==> src/rtl/song_recorder.sv <==
// Note recorder/player: captures {note, duration-in-ticks} runs from a keypad
// into a small register array and replays them with the original timing.
module song_recorder #(
  parameter int DEPTH    = 32,
  parameter int TICK_DIV = 100000,
  parameter int DUR_W    = 16
) (
  input  logic                   clk,
  input  logic                   rst,
  input  logic                   mode_record,
  input  logic                   start,
  input  logic                   stop,
  input  logic [3:0]             pressed_key,
  input  logic                   key_pressed,
  output logic [3:0]             note_to_play,
  output logic                   play_note,
  output logic                   note_buzzed,
  output logic [$clog2(DEPTH):0] rec_count,
  output logic                   full,
  output logic [1:0]             state
);

  localparam int IDX_W = $clog2(DEPTH);
  localparam int CNT_W = IDX_W + 1;
  localparam int PRE_W = (TICK_DIV > 1) ? $clog2(TICK_DIV) : 1;
  localparam logic [CNT_W-1:0] DEPTH_C  = CNT_W'(DEPTH);
  localparam logic [PRE_W-1:0] PRE_LAST = PRE_W'(TICK_DIV - 1);

  typedef enum logic [1:0] {
    IDLE = 2'b00,
    REC  = 2'b01,
    PLAY = 2'b10
  } state_t;

  state_t state_q, state_d;

  logic [PRE_W-1:0]   presc_q;
  logic               tick;
  logic [3:0]         run_note_q;
  logic [DUR_W-1:0]   run_dur_q;
  logic [CNT_W-1:0]   rec_count_q;
  logic [CNT_W-1:0]   idx_q;
  logic [DUR_W-1:0]   rem_q;
  logic [3:0]         note_q;
  logic               play_q;
  logic               buzz_q;
  logic [DUR_W+3:0]   mem [DEPTH];

  logic [3:0]         sampled;
  logic               note_change;
  logic               wr_en;
  logic               rec_enter;
  logic               play_enter;
  logic               play_next;
  logic [IDX_W-1:0]   fetch_addr;
  logic [DUR_W+3:0]   rd_word;
  logic [3:0]         rd_note;
  logic [DUR_W-1:0]   rd_dur;

  assign tick        = (state_q != IDLE) && (presc_q == PRE_LAST);
  assign sampled     = key_pressed ? pressed_key : 4'd0;
  assign note_change = (sampled != run_note_q);
  assign fetch_addr  = play_enter ? '0 : IDX_W'(idx_q + CNT_W'(1));
  assign rd_word     = mem[fetch_addr];
  assign rd_note     = rd_word[DUR_W+3:DUR_W];
  assign rd_dur      = rd_word[DUR_W-1:0];

  always_comb begin
    // NOTE: every output of this block gets a default first, so no path infers a latch.
    state_d    = state_q;
    wr_en      = 1'b0;
    rec_enter  = 1'b0;
    play_enter = 1'b0;
    play_next  = 1'b0;
    case (state_q)
      IDLE: begin
        if (start && !stop) begin
          if (mode_record) begin
            state_d   = REC;
            rec_enter = 1'b1;
          end else if (rec_count_q != '0) begin
            state_d    = PLAY;
            play_enter = 1'b1;
          end
        end
      end
      REC: begin
        if (stop) begin
          state_d = IDLE;
          wr_en   = (run_dur_q != '0) && (rec_count_q < DEPTH_C);
        end else if (note_change && (run_dur_q != '0)) begin
          wr_en = 1'b1;
          if (rec_count_q == DEPTH_C - CNT_W'(1)) state_d = IDLE;
        end
      end
      PLAY: begin
        if (stop) begin
          state_d = IDLE;
        end else if (tick && (rem_q <= DUR_W'(1))) begin
          if (idx_q + CNT_W'(1) == rec_count_q) state_d = IDLE;
          else                                  play_next = 1'b1;
        end
      end
      default: state_d = IDLE;
    endcase
  end

  always_ff @(posedge clk or posedge rst) begin
    // NOTE: registered state is always assigned non-blocking.
    if (rst) state_q <= IDLE;
    else     state_q <= state_d;
  end

  // Prescaler restarts on each REC/PLAY entry so ticks align with the first cycle.
  always_ff @(posedge clk or posedge rst) begin
    if (rst)                                         presc_q <= '0;
    else if (rec_enter || play_enter || state_q == IDLE) presc_q <= '0;
    else if (tick)                                   presc_q <= '0;
    else                                             presc_q <= presc_q + PRE_W'(1);
  end

  always_ff @(posedge clk or posedge rst) begin
    if (rst) begin
      rec_count_q <= '0;
      run_note_q  <= '0;
      run_dur_q   <= '0;
    end else if (rec_enter) begin
      rec_count_q <= '0;
      run_note_q  <= '0;
      run_dur_q   <= '0;
    end else begin
      if (wr_en) rec_count_q <= rec_count_q + CNT_W'(1);
      if (state_q == REC) begin
        if (note_change) begin
          run_note_q <= sampled;
          run_dur_q  <= '0;
        end else if (tick && (run_dur_q != '1)) begin
          run_dur_q <= run_dur_q + DUR_W'(1);
        end
      end
    end
  end

  // NOTE: the note store is deliberately not reset; rec_count alone marks valid entries.
  always_ff @(posedge clk) begin
    if (wr_en) mem[rec_count_q[IDX_W-1:0]] <= {run_note_q, run_dur_q};
  end

  // Each entry is fetched straight into the output registers, so it sounds for exactly
  // its duration and the next entry takes over on the expiring tick edge.
  always_ff @(posedge clk or posedge rst) begin
    if (rst) begin
      idx_q  <= '0;
      rem_q  <= '0;
      note_q <= '0;
      play_q <= 1'b0;
      buzz_q <= 1'b0;
    end else if (play_enter || play_next) begin
      idx_q  <= play_enter ? '0 : idx_q + CNT_W'(1);
      rem_q  <= rd_dur;
      note_q <= rd_note;
      play_q <= (rd_note != 4'd0);
      buzz_q <= (rd_note != 4'd0);
    end else begin
      buzz_q <= 1'b0;
      if (state_d != PLAY) begin
        note_q <= '0;
        play_q <= 1'b0;
      end else if (tick) begin
        rem_q <= rem_q - DUR_W'(1);
      end
    end
  end

  assign note_to_play = note_q;
  assign play_note    = play_q;
  assign note_buzzed  = buzz_q;
  assign rec_count    = rec_count_q;
  assign full         = (rec_count_q == DEPTH_C);
  assign state        = state_q;

endmodule
==> config.mk <==
export PLATFORM = sky130hd
export DESIGN_NAME = song_recorder
export DESIGN_NICKNAME = d
export VERILOG_FILES = /design/src/rtl/song_recorder.sv
export SDC_FILE = /design/constraint.sdc
export NUM_CORES = 1
export LEC_CHECK = 0
export CAP_MARGIN = 20
export CELL_PAD_IN_SITES_DETAIL_PLACEMENT = 0
export CELL_PAD_IN_SITES_GLOBAL_PLACEMENT = 1
export CORE_ASPECT_RATIO = 2
export CORE_UTILIZATION = 26
export DETAILED_ROUTE_END_ITERATION = 16
export PLACE_DENSITY_LB_ADDON = 0.1
export SYNTH_ARGS = -nofsm -noshare
export SYNTH_HDL_FRONTEND = slang
export SYNTH_SLANG_ARGS = --single-unit
==> constraint.sdc <==
create_clock -name clk -period 9.19 [get_ports clk]
set_input_delay 1.3785 -clock clk [delete_from_list [all_inputs] [get_ports clk]]
set_output_delay 1.3785 -clock clk [all_outputs]
set_load 0.05 [all_outputs]
Word level (Yosys, flattened, before mapping)
Memory sizes are Yosys's and may differ from the RTL's.
Index checks and enable logic that the tools add are counted.
- register bits: 73
- RAM bits: 640
- output and inout bits: 15
- word-level logic and storage cells: 100
- memories kept: 1
- add/subtract/negate cells: 5
- magnitude comparators: 2
- equal/unequal tests: 10
- mux-type cells: 48
- reductions and logical operators: 24
- memory list (name ; depth ; width ; read ports ; clocked after memory_dff ; write ports ; line ; source):
    mem ; 32 ; 20 ; 1 ; 0 ; 1 ; 47 ; logic [DUR_W+3:0] mem [DEPTH];
- operator list (operator ; number):
    two-way mux 16 bit ; 7
    two-way mux 17 bit ; 2
    two-way mux 4 bit ; 6
    two-way mux 1 bit ; 19
    two-way mux 2 bit ; 9
    two-way mux 6 bit ; 3
    adder 17 x 1 -> 17 bit, second input constant ; 1
    == test 17 bit, second input constant ; 1
    adder 16 x 1 -> 16 bit, second input constant ; 1
    less-or-equal comparator 16 x 1 -> 1 bit, second input constant ; 1
    inequality test 16 bit, second input constant ; 1
    nonzero test 16 bit ; 1
    subtractor 16 x 1 -> 16 bit, second input constant ; 1
    adder 6 x 1 -> 6 bit, second input constant ; 2
    nonzero test 2 bit ; 6
    == test 6 x 5 -> 1 bit, second input constant ; 1
    == test 6 bit ; 1
    == test 6 bit, second input constant ; 1
    logical AND 1 bit ; 6
    less-than comparator 6 bit, second input constant ; 1
    one-hot mux 2 bit (3 select lines) ; 1
    AND reduction 2 bit ; 3
    nonzero test 6 bit ; 1
    two-way mux 5 bit ; 1
    other kinds (9) ; 12

Depth between registers and ports, before layout
- word-level depth: 9
- mapped depth: 13
- mapped depth without buffers: 10

Worst setup path before layout
OpenSTA, ideal clock, no wires.
- path kind: input to register
- start: in pressed_key[3]
- end: mem mem[15][0] (netlist name) (enable)
- setup time: 0.398 ns
- arrival time: 3.531 ns
- data required time: 8.792 ns
- slack: 5.261 ns
- stages on the path: 7
- path through: xnor2_1 > a31o_2 > a32oi_1 > o311a_1 > clkbuf_1 > nand2_1 > nor2_1
- cells in the longest elaborated chain, start to end: 8
- RTL lines (what ; line ; source):
    from (decl) ; 13 ; input logic [3:0] pressed_key,
    two-way mux 4 bit ; 61 ; assign sampled = key_pressed ? pressed_key : 4'd0;
    inequality test 4 bit ; 62 ; assign note_change = (sampled != run_note_q);
    logical AND 1 bit ; 91 ; end else if (note_change && (run_dur_q != '0)) begin
    two-way mux 1 bit ; 91 ;
    two-way mux 1 bit ; 88 ; if (stop) begin
    two-way mux 1 bit ; 75 ; case (state_q)
    two-way mux 1 bit ; 146 ; if (wr_en) mem[rec_count_q[IDX_W-1:0]] <= {run_note_q, run_dur_q};
    two-way mux 1 bit (implied by the code) ; 146 ;
    to (decl) ; 47 ;
No other way between the ends.

Worst setup path in the final report
- start: in stop
- end: reg play_q, in the netlist play_note
- cells in the longest elaborated chain, start to end: 8
- RTL lines (what ; line ; source):
    from (decl) ; 12 ; input logic stop,
    logical NOT 1 bit ; 77 ; if (start && !stop) begin
    logical AND 1 bit ; 77 ;
    two-way mux 1 bit ; 77 ;
    two-way mux 1 bit ; 75 ;
    two-way mux 5 bit ; 63 ; assign fetch_addr = play_enter ? '0 : IDX_W'(idx_q + CNT_W'(1));
    memory (32 x 20 bit) ; -- ;
    nonzero test 4 bit ; 162 ; play_q <= (rd_note != 4'd0);
    two-way mux 1 bit ; 158 ; end else if (play_enter || play_next) begin
    to (signal assigned) ; 162 ;
    to (decl) ; 45 ; logic play_q;
Parallel ways exist; a longest one is shown, timed or not.
A chain may end at the register's enable or synchronous reset.

==> metrics.md <==
| Metric | Value |
|---|---|
| Vias in the first global route | 18500 |
| Type of the tightest min-delay check | reg -> reg |
| Power density over the cells | 201 nW/µm² |
| Syn Nets | 1974 |
| Arr. time, crit path | 5.65 ns |
| Most frequent cells in the layout | edfxtp_1, nand2_1, nor2_1 |
| DR pass1 iterations | 5 |
| Most common cell after layout, fill and taps aside | edfxtp_1 |
| Netlist area before placement | 29400 µm² |
| Ys async rst share | 10.2% |
| Drt via density | 4.93 |
| Post-CTS Setup Inserts | 0 |
| Final Hold Violating Endpoints | 0 |
| Routed Antenna Nets | 0 |
| DR WL/cell | 30.7 µm |
| CTS tree | built |
| Core area | 112000 µm² |
| Yosys warns | 0 |
| Initial antenna violation count | 1 |
| Synth Register Bits | 713 |
| RSZ-0062 raised after global routing | no |
| Post-synthesis sequential area ratio | 71.6% |
| Total length of routed wires | 110000 µm |
| Worst Path Max Fanout | 34 |
| Global-route wire length before repair | 152000 µm |
| Post-CTS Resized | 0 |
| Crit end category | flip-flop |
| All-Layer GR Usage | 19.5% |
| CTS Buf Count | 68 |
| Die height | 478 µm |
| Post-synth EDFFs | 640 |
| CP required | 9.76 ns |
| Final Skew | 0.0227 ns |
| Status | complete, no violations |
| Synth area leaders | edfxtp_1, dfrtp_1, mux4_2 |
| Root Buffer Master | clkbuf_16 |
| Metal2 WL | 64200 µm |
| Horiz. Die Dim | 240 µm |
| Slew Limit Headroom | 17.5% |
| CTS sink cnt | 713 |
| Avg Cell Area, Syn | 15.0 µm² |
| Setup TNS | 0 ns |
| Routed wl met3 | 2920 µm |
| Netlist cell types | 91 |
| Actual slew at the worst max-slew pin | 1.23 ns |
| Tcrit/Tclk final | 55.3% |
| Overflow after GRT | 0 |
| # setup viols final | 0 |
| HPWL after DPL | 71400 µm |
| Pin count of the biggest net entering global routing | 100 |
| Post-Syn Instances | 1954 |
| Max-Cap Viols | 0 |
| Top cell type's share of synthesized area | 65.4% |
| Leak pwr | 12.0 nW |
| Max Slew Vio Count | 0 |
| Via count | 17600 |
| Fin crit period | 5.08 ns |
| Starting DRT DRC Count | 1132 |
| Design Power | 6.84 mW |
| Ys flop type | edfxtp_1 |
| Row count | 174 |
| Initial Util | 26.2% |
| DRT met1 WL | 38500 µm |
| Total die area | 115000 µm² |
| Clock buffer depth | 3 |
| Nets@finish | 2048 |
| DRC violations left | 0 |
| Cts hold-fix bufs | 0 |
| Clk_lat worst skew | 0.66 ns |
| Area Overhead vs Synth | 15.6% |
| Number of I/O port buffers | 24 |
| CTS clk-pin slew, worst paths | 0.06 ns |
| Area leader, netlist | edfxtp_1 |
| H-Tree Level Count | 3 |
| Worst setup SP type | input port |
| Final GP Congestion | 0.818 |
| VDD IR max | 0.147 mV |
| Max Used Layer | met4 |
| I/O pin count | 25 |
| Crit path kind | in -> reg |
| FMAX | 0.197 GHz |
| Ratio of cells with drive above 1 in the final layout | 15.8% |
## kinds of logic (layout without fill, tap and decap cells)
kind of cell / after synthesis / count (layout) / synth area share [%]
DFF: 713 / 713 / 71.6
and+or+nand+nor: 535 / 535 / 8.56
AOI/OAI and AO/OA: 374 / 374 / 8.85
muxes: 142 / 142 / 6.91
buffers and inverters: 131 / 254 / 2.09
xor gates and xnor gates: 49 / 49 / 1.59
adders and majority gates: 10 / 10 / 0.426
other: 0 / 1 / 0
## path summary, 6_finish.rpt
kind                               from           to  slack [ns]  depth (start not counted)
setup / recovery                   stop    play_note        4.11                         12
hold / removal               presc_q[4]   presc_q[4]        0.54                          2
setup reg to reg           rec_count[3]    play_note        4.19                         11
hold reg to reg              presc_q[4]   presc_q[4]        0.54                          2
max in group asynchronous           rst     idx_q[0]        6.87                          3
min in group asynchronous           rst  presc_q[15]        1.06                          2
## state kept, by name, indices dropped and copies added (netlist names)
signal	flops
mem	640
presc_q	17
rem_q	16
run_dur_q	16
idx_q	6
rec_count	6
note_to_play	4
run_note_q	4
state	2
note_buzzed	1
play_note	1
## Yosys cell counts (all sizes together) (6+ instances only)
cell type,count
o221ai,10
inv,21
a32oi,10
mux4,47
a221o,11
a22oi,7
o21ai,89
a2111oi,7
mux2,19
clkbuf,43
o21a,6
a221oi,20
dfrtp,73
nand2,189
o211a,7
nand4,15
or3,10
nand3,55
xnor2,17
o211ai,29
nor2b,7
nor3,32
nor4,14
xor2,31
o22ai,14
and3,21
mux2i,76
a211oi,19
and2,8
a21oi,65
edfxtp,640
ha,10
buf,66
nor2,145
or2,6
a31oi,22
## critical path, cell delays in order
cell and delay (ns):
clkdlybuf4s50_1 0.64, nor3_2 0.15, o211ai_4 0.17, buf_4 0.29
buf_4 0.43, nand2_2 0.06, buf_4 0.33, nor3_1 1.06
o32ai_1 0.17, a211oi_1 0.63, nor4_2 0.11, o21ai_1 0.18
## layout make-up
type | count | area [µm²]
Fill cell | 11400 | 78300
Sequential cell | 713 | 21100
Multi-Input combinational cell | 1110 | 7940
Clock buffer | 93 | 1880
Tap cell | 1496 | 1870
Timing Repair Buffer | 113 | 923
Clock inverter | 26 | 240
Inverter | 22 | 83.8
Antenna cell | 1 | 2.50
## through the flow
stage               util, %  worst slack, ns  std cells  hold WS (ns)  instance area (µm²)
floorplan                 -             5.26       1954         0.495                29400
global placement       28.3             3.60       3449         0.525                31800
detailed placement     28.3             3.53       3451         0.538                31800
CTS                    30.2             4.21       3570         0.554                34000
global route           30.3             4.09       3574         0.561                34000
finish                 30.3             4.11       3574         0.541                34000
## where the power goes
part | internal (mW) | switching (mW)
Clock | 1.55 | 1.27
Combinational | 0.130 | 0.320
Sequential | 3.56 | 0.0288
Total | 5.23 | 1.61
## per-layer routing
metal	track usage, %	vias to the layer above
met5	0	-
met4	7.48	0
met3	2.24	121
met2	39.0	342
met1	19.9	9387
li1	-	7769
(Power assumes the default switching activity.)
